File: src/rtl/planificador_multiplicador_pkg.sv
// Shared definitions for the Booth multiplier scheduler.
// Holds the sequencer state encoding, the default operand width and the
// Booth recoding constants for the {q0, qsub1} pair.
package planificador_multiplicador_pkg;

  // Default operand width; the product is twice this wide.
  localparam int N_DEF = 3;

  // Sequencer states. IDLE waits for a request, LOAD fills M and Q, then
  // EVAL/SHIFT alternate once per multiplier bit, CAPT latches the product
  // and RESP returns it to the granted requester.
  typedef enum logic [2:0] {
    IDLE  = 3'd0,
    LOAD  = 3'd1,
    EVAL  = 3'd2,
    SHIFT = 3'd3,
    CAPT  = 3'd4,
    RESP  = 3'd5
  } estado_t;

  // Booth codes for {q0, qsub1}: 10 starts a run of ones (subtract M),
  // 01 ends one (add M). 00 and 11 only shift.
  localparam logic [1:0] BOOTH_RESTA = 2'b10;
  localparam logic [1:0] BOOTH_SUMA  = 2'b01;

endpackage

File: src/rtl/planificador_multiplicador_uc.sv
// uc_booth_n: control unit that sequences one signed Booth multiplication
// on the shared datapath.
// Ports:
//   clk, reset        clock and asynchronous active-low reset
//   start             a requester is waiting (sampled only in IDLE)
//   q0, qsub1         datapath Booth bits
//   carga_m, carga_q  load M / load Q (datapath also clears A and qsub1)
//   carga_a, resta    load A with A-M (resta=1) or A+M (resta=0)
//   desplaza          arithmetic shift right of {A,Q,qsub1}
//   capturar          product is final, latch it this cycle
//   fin               one-cycle completion pulse
//   busy              high in every state except IDLE
module uc_booth_n
  import planificador_multiplicador_pkg::*;
#(
  parameter int N = N_DEF
) (
  input  logic clk,
  input  logic reset,
  input  logic start,
  input  logic q0,
  input  logic qsub1,
  output logic carga_m,
  output logic carga_q,
  output logic carga_a,
  output logic resta,
  output logic desplaza,
  output logic capturar,
  output logic fin,
  output logic busy
);

  localparam int CW = $clog2(N + 1);

  estado_t estado, estadoSig;
  logic [CW-1:0] contador;

  // State register; reset abandons any multiplication in flight.
  always_ff @(posedge clk or negedge reset) begin
    if (!reset) estado <= IDLE;
    else        estado <= estadoSig;
  end

  // Iteration counter: cleared when the operands are loaded and advanced
  // once per shift, so it holds the number of completed iterations.
  always_ff @(posedge clk or negedge reset) begin
    if (!reset)                contador <= '0;
    else if (estado == LOAD)   contador <= '0;
    else if (estado == SHIFT)  contador <= contador + 1'b1;
  end

  // Next-state logic. The last shift is recognised by the count before it
  // is incremented, i.e. when N-1 iterations are already complete.
  always_comb begin
    estadoSig = estado;
    case (estado)
      IDLE:    if (start) estadoSig = LOAD;
      LOAD:    estadoSig = EVAL;
      EVAL:    estadoSig = SHIFT;
      SHIFT:   estadoSig = (contador == CW'(N - 1)) ? CAPT : EVAL;
      CAPT:    estadoSig = RESP;
      RESP:    estadoSig = IDLE;
      default: estadoSig = IDLE;
    endcase
  end

  // Output decode. Everything is a function of the state except the
  // add/subtract choice in EVAL, which follows the live Booth bits.
  always_comb begin
    carga_m  = 1'b0;
    carga_q  = 1'b0;
    carga_a  = 1'b0;
    resta    = 1'b0;
    desplaza = 1'b0;
    capturar = 1'b0;
    fin      = 1'b0;
    case (estado)
      LOAD: begin
        carga_m = 1'b1;
        carga_q = 1'b1;
      end
      EVAL: begin
        if ({q0, qsub1} == BOOTH_RESTA) begin
          carga_a = 1'b1;
          resta   = 1'b1;
        end else if ({q0, qsub1} == BOOTH_SUMA) begin
          carga_a = 1'b1;
        end
      end
      SHIFT:   desplaza = 1'b1;
      CAPT:    capturar = 1'b1;
      RESP:    fin      = 1'b1;
      default: ;
    endcase
  end

  assign busy = (estado != IDLE);

endmodule

File: src/rtl/planificador_multiplicador.sv
// planificador_multiplicador: shares one signed Booth multiplier datapath
// between two requesters with round-robin arbitration.
// Ports:
//   clk, reset                          clock, asynchronous active-low reset
//   req0/1, multiplicando0/1,
//   multiplicador0/1                    requests and their signed operands
//   q0, qsub1, producto                 datapath feedback ({A,Q} as producto)
//   entrada_m, entrada_q                selected operands to the datapath
//   CargaM, CargaQ, CargaA, resta,
//   desplaza                            datapath controls
//   resultado                           last product, held until replaced
//   done0, done1                        one-cycle completion pulses
//   busy                                a job is in progress
module planificador_multiplicador
  import planificador_multiplicador_pkg::*;
#(
  parameter int N = N_DEF
) (
  input  logic           clk,
  input  logic           reset,
  input  logic           req0,
  input  logic [N-1:0]   multiplicando0,
  input  logic [N-1:0]   multiplicador0,
  input  logic           req1,
  input  logic [N-1:0]   multiplicando1,
  input  logic [N-1:0]   multiplicador1,
  input  logic           q0,
  input  logic           qsub1,
  input  logic [2*N-1:0] producto,
  output logic [N-1:0]   entrada_m,
  output logic [N-1:0]   entrada_q,
  output logic           CargaM,
  output logic           CargaQ,
  output logic           CargaA,
  output logic           resta,
  output logic           desplaza,
  output logic [2*N-1:0] resultado,
  output logic           done0,
  output logic           done1,
  output logic           busy
);

  logic sel;
  logic ultimo;
  logic ocupado;
  logic capturar;
  logic fin;

  // Grant register. A new grant is only taken while the sequencer is idle,
  // so sel stays stable for the whole job and also steers done routing.
  // On a tie the requester not served last wins.
  always_ff @(posedge clk or negedge reset) begin
    if (!reset)
      sel <= 1'b0;
    else if (!ocupado && (req0 || req1))
      sel <= (req0 && req1) ? ~ultimo : req1;
  end

  // Product latch and round-robin history, both updated when the
  // sequencer declares the product final. ultimo starts at 1 so that
  // requester 0 wins the first tie.
  always_ff @(posedge clk or negedge reset) begin
    if (!reset) begin
      resultado <= '0;
      ultimo    <= 1'b1;
    end else if (capturar) begin
      resultado <= producto;
      ultimo    <= sel;
    end
  end

  // Operand mux follows the registered grant.
  assign entrada_m = sel ? multiplicando1 : multiplicando0;
  assign entrada_q = sel ? multiplicador1 : multiplicador0;

  assign done0 = fin & ~sel;
  assign done1 = fin &  sel;
  assign busy  = ocupado;

  uc_booth_n #(.N(N)) u_uc (
    .clk      (clk),
    .reset    (reset),
    .start    (req0 | req1),
    .q0       (q0),
    .qsub1    (qsub1),
    .carga_m  (CargaM),
    .carga_q  (CargaQ),
    .carga_a  (CargaA),
    .resta    (resta),
    .desplaza (desplaza),
    .capturar (capturar),
    .fin      (fin),
    .busy     (ocupado)
  );

endmodule
File: config.mk
export PLATFORM = sky130hd
export DESIGN_NAME = planificador_multiplicador
export DESIGN_NICKNAME = d
export VERILOG_FILES = /design/src/rtl/planificador_multiplicador_pkg.sv /design/src/rtl/planificador_multiplicador_uc.sv /design/src/rtl/planificador_multiplicador.sv
export SDC_FILE = /design/constraint.sdc
export NUM_CORES = 1
export LEC_CHECK = 0
export ABC_AREA = 1
export CAP_MARGIN = 20
export CORE_MARGIN = 2
export CORE_UTILIZATION = 36
export DETAILED_ROUTE_END_ITERATION = 10
export PLACE_DENSITY = 0.85
export SYNTH_ARGS = -nofsm -noshare
export SYNTH_HDL_FRONTEND = slang
export SYNTH_SLANG_ARGS = --single-unit
export TNS_END_PERCENT = 1
File: constraint.sdc
create_clock -name clk -period 1.44 [get_ports clk]
set_clock_uncertainty 0.05 [all_clocks]
set_input_delay 0.36 -clock clk [delete_from_list [all_inputs] [get_ports clk]]
set_output_delay 0.36 -clock clk [all_outputs]
set_load 0.02 [all_outputs]
==> impl_metrics.yaml <==
place:
  placed_cells: 174
  place_congestion: 0.7098
  port_buffers: 43
  preCtsSetupSlack_ps: -803.6
  dp_hpwl_um: 1514
floorplan:
  placeableCoreArea_sq_um: 1922
  num_rows: 16
  die_y_um: 48.67
  die_area_sq_um: 2368
  die_w_um: 48.67
  start_util: 0.3737
  io_pins: 44
cells_and_area:
  drive_above_1_share: 0.3161
  fillers: 180
  regArea_sq_um: 329.1
  multi_input_area_sq_um: 354.1
  area_growth_pct: 80.84
  diodes: 0
  nNetsFinal: 182
  fin_cells: 182
run_status:
  status: "finished with violations"
  violations: "setup timing"
worst_setup_path:
  r2r_start: "u_uc.estado[1]"
  cp.arrival_ps: 1190
  cp.required_ps: 1030
  timing.rr.end: "ultimo"
  rrSetupSlack_ps: 90
  path_max_fanout: 5
  r2r_cells: 5
  endpoint_kind: "output pin"
  path_cells: "inv_2, nor2_4, nand2_2, nor2_2, buf_6"
  start_kind: "register"
  path_class: "reg -> out"
  slowest_stage: "dfrtp_2"
  cpPeakStageDelay_ps: 410
drt:
  routed_via_density: 4.571
  drtPass1Iterations: 4
  drc: 0
  avgRoutedWirePerCell_um: 11.55
  routed_wl_um: 2103
  vias: 832
  first_iter_violations: 9
  drtAntennaViolNets: 0
min_path:
  worstHoldPathType: "in -> async"
timing:
  fin_crit_ps: 1604
  tns_ps: -1316
  setup_viol: 14
  max_freq_mhz: 623.6
  grt_setup_unrepaired: "yes"
  final.period_utilization: 1.114
  worst_pin_slew_ps: 211.5
  drv_slew: 0
  maxSlewHeadroom: 0.8596
  hold_violations: 0
  fin_ws_ps: -163.5
clocking:
  cts_buffers: 3
  h-tree-depth: 1
  cts.clk_slew.worst_paths_ps: 70
  clock_latency_ps: 270
  cts_tree: "done"
  cts.sink_count: 13
  clockBufferDepth: 2
  root_buffer: "clkbuf_4"
logic_synthesis:
  synth_edf_count: 0
  yosys_warnings: 0
  yosysSeqAreaShare: 0.4547
  yosysMostFrequentCell: "nand2_1"
  post_synth_num_cell_types: 16
  synth_area_sq_um: 718.2
  synth_common_cells: "42 x nand2_1, 12 x dfrtp_1, 11 x inv_1, 10 x nand3_1, 8 x nor2_1"
  yosysTopAreaCell: "dfrtp_1"
  postSynth.asyncResetShare: 1.000
  ys.flop_type: "dfrtp_1"
  synth_area_per_cell_sq_um: 7.254
  yosys.area.top_type_share: 0.4181
  yosys-top-cells-area: "dfrtp_1 42%, nand2_1 22%, nand3_1 7.0%, inv_1 5.7%, nor2_1 4.2%"
  syn-num-nets: 125
  syn_inst: 99
  synth_seq_cells: 13
pwr:
  ir_drop_v: 0.001090
  power.density_nw_per_um2: 1869
  leakagePower_uw: 0.0006463
global_routing:
  grt_max_degree: 14
  grtUsageTotal: 0.1757
  antenna_found_initial: 0
  grt_pass1_vias: 785
  grt_pass1_wl_um: 3243
  grt_overflow: 0
flow_run:
  cap_violations: 0
worst max-delay path: cells and delay by family, from the launching register on:
kind                   cells  cell delay [ps]
flip-flops                 1              410
AND/OR/NAND/NOR            3              310
buffers and inverters      2              200
cell families after synthesis:
kind of cell,synth area share
flops,0.4547
compound gates,0.03484
buf+inv,0.09756
fa+ha+maj,0.03484
simple gates,0.3781
routing by layer:
| metal | vias to the layer above | wire, um | GRT usage |
|---|---|---|---|
| met5 | - | 0 | 0 |
| met1 | 369 | 762 | 0.1877 |
| met2 | 43 | 1128 | 0.3219 |
| li1 | 416 | - | - |
| met3 | 4 | 190 | 0.04938 |
| met4 | 0 | 23 | 0.07143 |
worst max-delay path by stage:
stage | to | startpoint | cells after the start | slack, ps
floorplan | CargaQ | u_uc.estado[2] | 4 | 20
global placement | CargaA | qsub1 | 5 | -770
detailed placement | CargaA | qsub1 | 5 | -800
CTS | entrada_q[2] | sel | 4 | -200
global route | done0 | u_uc.estado[0] | 5 | -230
finish | done0 | u_uc.estado[0] | 5 | -160
state kept, by name, summed over array words and instances (netlist names):
signal         count
sel                1
u_uc.contador      2
u_uc.estado        3
resultado          6
ultimo             1
cell type report:
cell class / instances / share of cell area
multi-input combinational: 71 / 0.2726
tap: 27 / 0.02601
sequential: 13 / 0.2534
inverter: 11 / 0.03372
clock buffer: 4 / 0.02023
timing repair buffer: 56 / 0.3940
power breakdown:
| part | total (uW) | leakage (uW) | switching (uW) | internal (uW) |
|---|---|---|---|---|
| clock | 215 | 0.0000150 | 107 | 107 |
| combinational | 1540 | 0.000487 | 845 | 696 |
| sequential | 673 | 0.000144 | 131 | 541 |
| total | 2430 | 0.000646 | 1080 | 1340 |
metrics by stage:
step | power, uW | hold slack [ps] | instance area (sq um) | utilization
after floorplan | 1409 | 14.41 | 720.7 | -
after detailed placement | 2101 | 413.1 | 1224 | 0.6367
after CTS | 2292 | 334.9 | 1237 | 0.6439
after global routing | 2619 | 349.1 | 1299 | 0.6758
after global placement | 2051 | 410.2 | 1224 | 0.6367
final | 2427 | 332.4 | 1299 | 0.6758
layout by cell type, fill, tap and decap left out, drive strengths merged:
| cell | netlist | routed |
|---|---|---|
| a21oi | 1 | 1 |
| buf | 4 | 27 |
| clkbuf | 0 | 4 |
| clkdlybuf4s50 | 0 | 21 |
| dfrtp | 12 | 12 |
| dfstp | 1 | 1 |
| dlygate4sd2 | 0 | 8 |
| ha | 2 | 2 |
| inv | 11 | 11 |
| nand2 | 43 | 43 |
| nand3 | 10 | 10 |
| nand4 | 1 | 1 |
| nor2 | 9 | 9 |
| nor3 | 1 | 1 |
| o21ai | 4 | 4 |
timing repair:
action,in CTS,in global routing
buffers inserted,1,3
gates resized for setup,84,17
pin swaps,2,8
setup endpoints to repair,20,14
cloned,0,0
hold buffers,0,0
(Power assumes the default switching activity.)
